--- config.mk ---
export PLATFORM = sky130hd
export DESIGN_NAME = mem_port_arbiter
export DESIGN_NICKNAME = d
export VERILOG_FILES = /design/src/rtl/mem_arb_pkg.sv /design/src/rtl/mem_port_arbiter.sv
export SDC_FILE = /design/constraint.sdc
export NUM_CORES = 1
export LEC_CHECK = 0
export ABC_AREA = 1
export CORE_MARGIN = 3
export CORE_UTILIZATION = 40
export DETAILED_ROUTE_END_ITERATION = 8
export MAX_ROUTING_LAYER = met4
export PLACE_DENSITY_LB_ADDON = 0.12
export REMOVE_ABC_BUFFERS = 1
export SKIP_CTS_REPAIR_TIMING = 1
export SYNTH_ARGS = -nofsm -noshare
export SYNTH_HDL_FRONTEND = slang
export SYNTH_SLANG_ARGS = --single-unit
--- constraint.sdc ---
create_clock -name clk -period 3.4 [get_ports clk]
set_clock_uncertainty 0.1 [all_clocks]
set_input_delay 0.51 -clock clk [delete_from_list [all_inputs] [get_ports clk]]
set_output_delay 0.51 -clock clk [all_outputs]
set_load 0.02 [all_outputs]
--- src/rtl/mem_arb_pkg.sv ---
// Shared types and constants for the IF/MEM single-port memory bus arbiter.
package mem_arb_pkg;

    typedef enum logic [1:0] {
        IDLE,
        REQ,
        WAIT
    } arb_state_e;

    typedef enum logic {
        OWN_IF,
        OWN_D
    } owner_e;

    localparam logic [3:0] BE_WORD = 4'hF;

endpackage

--- src/rtl/mem_port_arbiter.sv ---
// Shares one memory bus between instruction fetch and data access, one transaction at a time,
// with a starvation guard for fetch and squashing of flushed fetch responses.
module mem_port_arbiter
    import mem_arb_pkg::*;
#(
    parameter int unsigned STARVE_LIMIT = 4,
    parameter int unsigned AW           = 32
) (
    input  logic          clk,
    input  logic          rst,

    input  logic          if_req_i,
    input  logic [AW-1:0] if_addr_i,
    input  logic          if_flush_i,
    output logic          if_rvalid_o,
    output logic [31:0]   if_rdata_o,
    output logic          if_stall_o,

    input  logic          d_req_i,
    input  logic          d_we_i,
    input  logic [3:0]    d_be_i,
    input  logic [AW-1:0] d_addr_i,
    input  logic [31:0]   d_wdata_i,
    output logic          d_rvalid_o,
    output logic [31:0]   d_rdata_o,
    output logic          d_stall_o,

    output logic          bus_req_o,
    output logic          bus_we_o,
    output logic [3:0]    bus_be_o,
    output logic [AW-1:0] bus_addr_o,
    output logic [31:0]   bus_wdata_o,
    input  logic          bus_gnt_i,
    input  logic          bus_rvalid_i,
    input  logic [31:0]   bus_rdata_i
);

    localparam int unsigned SW = (STARVE_LIMIT > 0) ? $clog2(STARVE_LIMIT + 1) : 1;
    localparam logic [SW-1:0] StreakMax = SW'(STARVE_LIMIT);

    arb_state_e    state_q, state_d;
    owner_e        owner_q, owner_d;
    logic          squash_q, squash_d;
    logic [SW-1:0] streak_q, streak_d;

    logic          bus_we_q, bus_we_d;
    logic [3:0]    bus_be_q, bus_be_d;
    logic [AW-1:0] bus_addr_q, bus_addr_d;
    logic [31:0]   bus_wdata_q, bus_wdata_d;

    logic if_eligible;
    logic starved;
    logic grant_if;
    logic grant_d;
    logic rsp_valid;

    // A flush in IDLE means the current fetch address is already stale.
    assign if_eligible = if_req_i && !if_flush_i;
    assign starved     = (streak_q == StreakMax);

    always_comb begin
        state_d     = state_q;
        owner_d     = owner_q;
        squash_d    = squash_q;
        streak_d    = streak_q;
        bus_we_d    = bus_we_q;
        bus_be_d    = bus_be_q;
        bus_addr_d  = bus_addr_q;
        bus_wdata_d = bus_wdata_q;
        grant_if    = 1'b0;
        grant_d     = 1'b0;

        unique case (state_q)
            IDLE: begin
                if (if_eligible && (starved || !d_req_i)) begin
                    grant_if = 1'b1;
                end else if (d_req_i) begin
                    grant_d = 1'b1;
                end

                if (grant_if) begin
                    state_d     = REQ;
                    owner_d     = OWN_IF;
                    bus_we_d    = 1'b0;
                    bus_be_d    = BE_WORD;
                    bus_addr_d  = if_addr_i;
                    bus_wdata_d = '0;
                    streak_d    = '0;
                end else if (grant_d) begin
                    state_d     = REQ;
                    owner_d     = OWN_D;
                    bus_we_d    = d_we_i;
                    bus_be_d    = d_be_i;
                    bus_addr_d  = d_addr_i;
                    bus_wdata_d = d_wdata_i;
                    if (if_req_i && !starved) begin
                        streak_d = streak_q + 1'b1;
                    end
                end

                if (!if_req_i) begin
                    streak_d = '0;
                end
            end

            REQ: begin
                if (if_flush_i && owner_q == OWN_IF) begin
                    squash_d = 1'b1;
                end
                if (bus_gnt_i) begin
                    state_d = WAIT;
                end
            end

            WAIT: begin
                if (if_flush_i && owner_q == OWN_IF) begin
                    squash_d = 1'b1;
                end
                if (bus_rvalid_i) begin
                    state_d  = IDLE;
                    squash_d = 1'b0;
                end
            end

            default: begin
                state_d = IDLE;
            end
        endcase
    end

    always_ff @(posedge clk) begin
        if (rst) begin
            state_q     <= IDLE;
            owner_q     <= OWN_IF;
            squash_q    <= 1'b0;
            streak_q    <= '0;
            bus_we_q    <= 1'b0;
            bus_be_q    <= '0;
            bus_addr_q  <= '0;
            bus_wdata_q <= '0;
        end else begin
            state_q     <= state_d;
            owner_q     <= owner_d;
            squash_q    <= squash_d;
            streak_q    <= streak_d;
            bus_we_q    <= bus_we_d;
            bus_be_q    <= bus_be_d;
            bus_addr_q  <= bus_addr_d;
            bus_wdata_q <= bus_wdata_d;
        end
    end

    // Responses are only honoured while a transaction is outstanding.
    assign rsp_valid = (state_q == WAIT) && bus_rvalid_i;

    assign if_rvalid_o = rsp_valid && (owner_q == OWN_IF) && !squash_q && !if_flush_i;
    assign d_rvalid_o  = rsp_valid && (owner_q == OWN_D);
    assign if_rdata_o  = bus_rdata_i;
    assign d_rdata_o   = bus_rdata_i;

    assign if_stall_o = if_req_i && !if_rvalid_o;
    assign d_stall_o  = d_req_i && !d_rvalid_o;

    assign bus_req_o   = (state_q == REQ);
    assign bus_we_o    = bus_we_q;
    assign bus_be_o    = bus_be_q;
    assign bus_addr_o  = bus_addr_q;
    assign bus_wdata_o = bus_wdata_q;

    a_no_gnt_with_rvalid: assert property (
        @(posedge clk) disable iff (rst)
        (state_q == REQ) |-> !(bus_gnt_i && bus_rvalid_i)
    );

endmodule

==> impl_metrics.toml <==
[outcome]
outcome = "completed"

[worst_setup_path]
max_stage_delay_ps = 720
path_buf_inv = 2
critPathTopFamily = "buffers and inverters"
path_cells = "clkdlybuf4s50_1 -> nor4_1 -> clkdlybuf4s50_1"
crit_top_cell = "clkdlybuf4s50_1"
reg2reg_slack_ps = 1060
slowest_stage = "clkdlybuf4s50_1"
cp-start-kind = "input port"
cp.arrival_ps = 2270
end_kind = "output pin"
path_class = "in2out"
crit_required_ps = 2790
cp_max_fo = 5

[power]
power_density_nw_per_um2 = 678
vdd_ir_drop_max_mv = 0.254
power_leakage_nw = 2.72

[sta]
rsz0062_at_grt = "no"
tightest_slew_ps = 702
fmax_ghz = 0.347
finalSetupViolations = 0
setup_tns_ps = 0
post-route-period-util = 0.847
slew_headroom = 0.530
final.min_clock_period_ps = 2880
slew_viol_final = 0
hold_viol = 0

[route]
postRouteAntennaNets = 0
wl_mm = 14.0
first_pass_iters = 4
drtIter0Drc = 255
vias_per_cell = 4.76
routedWlPerCell_um = 15.7
num_vias = 4251
drcViolationCount = 0

[cts]
cts_tree = "yes"
cts_root_buffer = "clkbuf_8"
clk_pin_slew_ps = 80
clockBufferDepth = 2
cts_buffers = 9
clk_latency_ps = 340
cts.sinks = 76
cts_max_level = 3

[global_route]
grt_pass1_wl_mm = 20.7
grt_start_max_net_pins = 50
globalRouteOverflowTotal = 0
antenna_found_initial = 0
grt.total_usage = 0.231
grt_pass1_vias = 3923

[floorplan]
pin_count = 278
rows = 37
coreArea_sq_um = 10400
die-width_um = 110
start_util = 0.417
dieArea_sq_um = 12100
die_y_um = 110

[final_layout]
drive_gt1_frac = 0.0449
nets = 898
area_growth_pct = 37.2
fin_area_sq_um = 5950
insertedDiodeCount = 0

[place]
hpwl_mm = 10.2
place_area_sq_um = 5720
gp_congestion = 0.782
numPortBuffers = 181

[flow_run]
drv_cap = 0

[synthesis]
synth_area_sq_um = 4340
ys_seq_area_frac = 0.351
ys_types = 22
syn-instance-count = 654
avgSynthCellArea_sq_um = 6.64
ys_ff_latch = 76
yosys_warnings = 0

[worst_hold_path]
hold_class = "reg2reg"
worst min-delay path: stages (launching register included):
cell	delay (ps)
dfxtp_1	330
nand2_2	60
a21oi_1	50
layer usage:
layer  wire length (um)  share of wire  global-route usage
met4                 71         0.0051              0.0651
met5                  0              0                   -
met3               2150           0.15               0.153
met1               6110           0.44               0.281
met2               5690           0.41               0.311
area by class of cell:
type	count	area, sq um
multi-input combinational	394	1820
fill	1030	4460
timing repair buffer	189	1890
inverter	83	312
sequential	76	1520
clock buffer	12	165
clock inverter	4	70.1
tap	136	170
stage by stage:
stage / std cells / setup WS (ps) / hold slack, ps / power [mW] / utilization
after detailed placement: 878 / 530 / 380 / 3.27 / 0.549
after global routing: 894 / 462 / 439 / 4.34 / 0.572
after floorplan: 553 / 881 / 337 / 2.36 / -
final: 894 / 519 / 389 / 4.04 / 0.572
after global placement: 878 / 502 / 358 / 3.23 / 0.549
after CTS: 894 / 511 / 393 / 4.09 / 0.572
report_power, final:
| part | internal, mW | switching, mW |
|---|---|---|
| sequential | 1.15 | 0.134 |
| combinational | 0.846 | 1.11 |
| clock | 0.471 | 0.321 |
cell usage after synthesis:
master,count,area (sq um)
buf_1,4,15.0
inv_2,2,7.51
clkbuf_1,12,45.0
buf_6,6,67.6
a21oi_1,37,185
nor2_1,118,443
a31oi_1,1,6.26
clkinv_1,1,3.75
inv_1,80,300
nor2_4,1,11.3
ha_1,5,62.6
buf_4,64,480
nand3_1,68,340
a21boi_0,17,128
a21boi_1,16,120
o21ai_0,7,35.0
buf_2,15,75.1
nor4_1,1,6.26
nand2_2,5,31.3
a21oi_4,1,16.3
nand2_1,117,439
dfxtp_1,76,1520
worst paths after layout:
kind / startpoint / endpoint / cells past startpoint
setup / recovery: if_flush_i / if_rvalid_o / 3
hold / removal: owner_q / owner_q / 2
setup reg to reg: state_q[0] / bus_be_o[2] / 8
hold reg to reg: owner_q / owner_q / 2
flip-flops by register name, summed over array words and instances (netlist names):
signal,cells
bus_addr_o,32
bus_wdata_o,32
bus_be_o,4
streak_q,3
state_q,2
bus_we_o,1
owner_q,1
squash_q,1
cells by family (layout without fill, tap and decap cells):
| logic type | Yosys count | in the layout | synth area share |
|---|---|---|---|
| AO/OA/AOI/OAI | 79 | 79 | 0.113 |
| adder cells (fa/ha/maj) | 5 | 5 | 0.0144 |
| buffers and inverters | 184 | 288 | 0.229 |
| flip-flops | 76 | 76 | 0.351 |
| AND/OR/NAND/NOR | 310 | 310 | 0.293 |
cells in the final DEF (no fill, tap or decap), drive strengths merged:
cell / synthesis / final
a21oi: 38 / 38
o21ai: 7 / 7
nand3: 68 / 68
nand2: 122 / 122
ha: 5 / 5
bufinv: 0 / 2
buf: 89 / 9
a31oi: 1 / 1
inv: 82 / 82
a21boi: 33 / 33
dfxtp: 76 / 76
nor2: 119 / 119
nor4: 1 / 1
clkbuf: 12 / 12
clkdlybuf4s50: 0 / 180
clkinv: 1 / 3
Power figures use the tool's default switching activity.
